**config.mk**
```make
export PLATFORM = sky130hd
export DESIGN_NAME = branch_resolve_unit
export DESIGN_NICKNAME = d
export VERILOG_FILES = /design/src/rtl/branch_resolve_unit.sv
export SDC_FILE = /design/constraint.sdc
export NUM_CORES = 1
export LEC_CHECK = 0
export CAP_MARGIN = 10
export CORE_MARGIN = 3
export CORE_UTILIZATION = 29
export DETAILED_ROUTE_END_ITERATION = 16
export GPL_ROUTABILITY_DRIVEN = 1
export PLACE_DENSITY_LB_ADDON = 0.3
export SLEW_MARGIN = 10
export SYNTH_ARGS = -nofsm -noshare
export SYNTH_HDL_FRONTEND = slang
export SYNTH_SLANG_ARGS = --single-unit
```
**constraint.sdc**
```tcl
create_clock -name clk -period 6.9 [get_ports clk]
set_input_delay 1.38 -clock clk [delete_from_list [all_inputs] [get_ports clk]]
set_output_delay 1.38 -clock clk [all_outputs]
set_load 0.005 [all_outputs]
```
**src/rtl/branch_resolve_unit.sv**
```systemverilog
// rtl/branch_resolve_unit.sv - EX-stage branch resolver with 2-bit BHT; optional BRU_PERF_CNT_EN adds perf counters
module branch_resolve_unit #(
  parameter  int XLEN      = 32,
  parameter  int BHT_DEPTH = 64,
  localparam int BHT_IDX_W = $clog2(BHT_DEPTH)
) (
  input  logic            clk,
  input  logic            rst,
  input  logic [XLEN-1:0] f_pc,
  output logic            f_pred_taken,
  input  logic            ex_valid,
  input  logic            ex_flush,
  input  logic            br_type,
  input  logic [2:0]      funct3,
  input  logic [XLEN-1:0] rs1_data,
  input  logic [XLEN-1:0] rs2_data,
  input  logic [XLEN-1:0] ex_pc,
  input  logic [XLEN-1:0] ex_target,
  input  logic            ex_pred_taken,
  output logic            take_branch,
  output logic            mispredict,
  output logic [XLEN-1:0] redirect_pc
`ifdef BRU_PERF_CNT_EN
  ,
  output logic [31:0]     perf_br_cnt,
  output logic [31:0]     perf_mispred_cnt
`endif
);

  logic [1:0]           bht [BHT_DEPTH];
  logic [BHT_IDX_W-1:0] f_idx;
  logic [BHT_IDX_W-1:0] ex_idx;
  logic                 res_en;
  logic                 legal;
  logic                 cond;
  logic                 mis_next;
  logic                 unused_pc_bits;

  assign f_idx        = f_pc[BHT_IDX_W+1:2];
  assign ex_idx       = ex_pc[BHT_IDX_W+1:2];
  assign f_pred_taken = bht[f_idx][1];
  assign res_en       = ex_valid & br_type & ~ex_flush;
  assign mis_next     = res_en & (cond != ex_pred_taken);

  assign unused_pc_bits = ^{f_pc[1:0], f_pc[XLEN-1:BHT_IDX_W+2]};

  always_comb begin
    legal = 1'b1;
    cond  = 1'b0;
    case (funct3)
      3'b000:  cond = (rs1_data == rs2_data);
      3'b001:  cond = (rs1_data != rs2_data);
      3'b100:  cond = ($signed(rs1_data) <  $signed(rs2_data));
      3'b101:  cond = ($signed(rs1_data) >= $signed(rs2_data));
      3'b110:  cond = (rs1_data <  rs2_data);
      3'b111:  cond = (rs1_data >= rs2_data);
      default: legal = 1'b0;
    endcase
  end

  always_ff @(posedge clk) begin
    if (rst) begin
      for (int i = 0; i < BHT_DEPTH; i++) bht[i] <= 2'b01;
      take_branch <= 1'b0;
      mispredict  <= 1'b0;
      redirect_pc <= '0;
    end else begin
      take_branch <= res_en & cond;
      mispredict  <= mis_next;
      if (res_en) redirect_pc <= cond ? ex_target : ex_pc + XLEN'(4);
      // Illegal funct3 resolves not-taken but must not train the predictor.
      if (res_en && legal) begin
        if (cond && bht[ex_idx] != 2'b11)       bht[ex_idx] <= bht[ex_idx] + 2'b01;
        else if (!cond && bht[ex_idx] != 2'b00) bht[ex_idx] <= bht[ex_idx] - 2'b01;
      end
    end
  end

`ifdef BRU_PERF_CNT_EN
  always_ff @(posedge clk) begin
    if (rst) begin
      perf_br_cnt      <= '0;
      perf_mispred_cnt <= '0;
    end else begin
      if (res_en)   perf_br_cnt      <= perf_br_cnt + 32'd1;
      if (mis_next) perf_mispred_cnt <= perf_mispred_cnt + 32'd1;
    end
  end
`endif

endmodule

```
==> results.py <==
metrics = {
    "routing": {
        "wire_per_inst_um": 22.0,
        "drtIter0Drc": 690,
        "routed_wl_um": 34900,
        "drc": 0,
        "routed_via_density": 5.47,
        "vias": 8677,
        "drt_first_pass_iters": 5,
        "ant_nets": 0,
    },
    "grt": {
        "grt_overflow": 0,
        "grt_pass1_vias": 8618,
        "grt_max_degree": 95,
        "antenna_found_initial": 2,
        "grt.total_usage": 0.181,
        "grt_pass1_wl_um": 52600,
    },
    "setup_path": {
        "rr_endpoint": "bht[26][1]$_SDFFCE_PN0P_",
        "worstSetupEndpointType": "output port",
        "worstSetupStartpointType": "primary input",
        "worstRegToRegCells": 10,
        "cp_max_fo": 16,
        "cp.arrival_ns": 4.35,
        "reg2reg_from": "bht[49][1]$_SDFFCE_PN0P_",
        "crit_type": "primary input to output port",
        "required_ns": 5.52,
        "r2r_slack_ns": 3.13,
    },
    "min_path": {
        "worstHoldStart": "redirect_pc[27]$_SDFFE_PP0P_",
        "worstHoldPathCells": 2,
        "min-delay-path-class": "flip-flop to flip-flop",
        "min_to": "redirect_pc[27]$_SDFFE_PP0P_",
    },
    "placement": {
        "place.gp.congestion": 0.847,
        "io_buffers": 177,
        "place_ws_ns": 1.14,
        "dp_hpwl_um": 24600,
    },
    "cts": {
        "cts_max_path_buffers": 2,
        "post_cts_buffers": 0,
        "h-tree-depth": 4,
        "cts_resized": 0,
        "root_buffer": "clkbuf_16",
        "clk_latency_ns": 0.44,
        "clkSinkCount": 162,
        "cts_made_buffers": 17,
        "cts_tree": "built",
        "ctsHoldBuffers": 0,
        "clk_pin_slew_ns": 0.06,
    },
    "final_layout": {
        "syn_to_final_growth_pct": 28.1,
        "utilization": 0.378,
        "final_common_cell": "clkdlybuf4s50_1",
        "nets": 1318,
        "drive_gt1_frac": 0.119,
        "mostFrequentLayoutCells": "173 x clkdlybuf4s50_1, 128 x edfxtp_1, 96 x nand3_1, 75 x nor3_1, 45 x mux2i_1",
        "fillers": 3364,
    },
    "logic_synthesis": {
        "synthTopCellsByArea": "edfxtp_1 38%, mux4_2 7.5%, dfxtp_1 6.7%",
        "synth_area_leader_cell": "edfxtp_1",
        "synthesis.area_per_instance_um2": 10.6,
        "yosysTopAreaCellShare": 0.376,
        "ys_types": 67,
        "seq_area_frac_synth": 0.443,
        "ys_ff_latch": 162,
        "syn_nets": 1169,
        "synthesis.area_um2": 10200,
        "synth-edff-count": 128,
        "ys.flop_type": "edfxtp_1",
        "synthCells": 967,
        "async_flop_share": 0,
        "yosysWarnings": 0,
    },
    "status": {
        "outcome": "complete, no violations",
    },
    "sta": {
        "worst_pin_slew_ns": 1.05,
        "setup_ws_ns": 1.17,
        "hold_violations": 0,
        "finalWorstPathRequiredPeriod_ns": 5.73,
        "fin_crit_sh": 0.831,
        "finalSetupViolCount": 0,
        "maxSlewHeadroom": 0.299,
        "drv_slew": 0,
        "max_freq_ghz": 0.174,
        "rsz0062_at_grt": "false",
        "whs_ns": 0.463,
        "fin_skew_ns": 0.0113,
        "fin_tns_setup_ns": 0,
    },
    "floorplan": {
        "core_area_um2": 34600,
        "rows": 68,
        "die_h_um": 194,
        "ios": 204,
        "fp.dieW_um": 194,
        "fp.dieArea_um2": 37500,
        "initial_core_util": 0.295,
    },
    "pwr": {
        "leakage_nw": 4.47,
        "p_per_area_nw_per_um2": 196,
        "fin_total_pwr_mw": 2.56,
        "peakVddDrop_uv": 138,
    },
    "flow_run": {
        "maxCapViolCount": 0,
    },
}
[power by group]
group          switching, mW  total [mW]  leakage (nW)  internal [mW]
registers             0.0134        1.08          1.37           1.07
clock network          0.423       0.958         0.275          0.536
logic                  0.284       0.516          2.82          0.232
[worst max-delay path by stage]
stage             from      endpoint  slack, ns
2_1_floorplan  f_pc[2]  f_pred_taken       1.73
3_3_place_gp   f_pc[3]  f_pred_taken       1.13
3_5_place_dp   f_pc[3]  f_pred_taken       1.14
4_1_cts        f_pc[3]  f_pred_taken       1.14
5_1_grt        f_pc[3]  f_pred_taken       1.11
6_report       f_pc[3]  f_pred_taken       1.17
[per-stage QoR]
stage,area [um2],std cells
2_1_floorplan,10200,967
3_3_place_gp,12500,1552
3_5_place_dp,12500,1552
4_1_cts,13100,1583
5_1_grt,13100,1585
6_report,13100,1585
[final cells by class]
class                   instances  area (um2)  share of cell area
clock inverters                14         159              0.0121
inverters                      39         146              0.0112
clock buffers                  17         425              0.0325
diodes                          2        5.00            0.000383
multi-input cells             676        5150               0.394
flip-flops and latches        162        4520               0.346
well taps                     455         569              0.0435
repair buffers                220        2100               0.161
[metal layers]
layer	global-route usage	vias to the layer above	part of all wire
met2	0.310	353	0.50
met3	0.0290	89	0.056
met5	0	-	0
li1	-	3993	-
met1	0.227	4242	0.41
met4	0.0806	0	0.041
[logic make-up (layout without fill, tap and decap cells)]
family / after synthesis / after routing / share of synthesized area
fa+ha+maj: 33 / 33 / 0.0404
buf+inv: 129 / 290 / 0.0561
simple gates: 343 / 343 / 0.177
flops: 162 / 162 / 0.443
other cells: 0 / 2 / 0
compound gates: 184 / 184 / 0.130
mux: 88 / 88 / 0.129
xor+xnor: 28 / 28 / 0.0240
[Yosys cell counts, types with 20 or more instances]
library cell,instances
buf_2,23
xnor2_1,23
mux2i_1,45
edfxtp_1,128
a21oi_1,26
o21ai_0,20
nand2b_1,29
nand2_1,38
nor3_1,75
a41o_1,24
mux4_2,34
inv_1,38
o21bai_1,39
nand3_1,96
ha_1,33
dfxtp_1,34
nor2_1,33
clkbuf_1,45
o22ai_1,23
[worst max-delay path, cell delays in order]
cell	delay, ns
clkdlybuf4s50_1	1.06
mux4_2	0.49
mux4_2	0.49
mux4_2	0.47
clkdlybuf4s50_1	0.46
[registers in the layout, indices dropped and copies added, names as in the netlist]
| name | flops |
|---|---|
| bht | 128 |
| mispredict | 1 |
| redirect_pc | 32 |
| take_branch | 1 |
(Power assumes the default switching activity.)
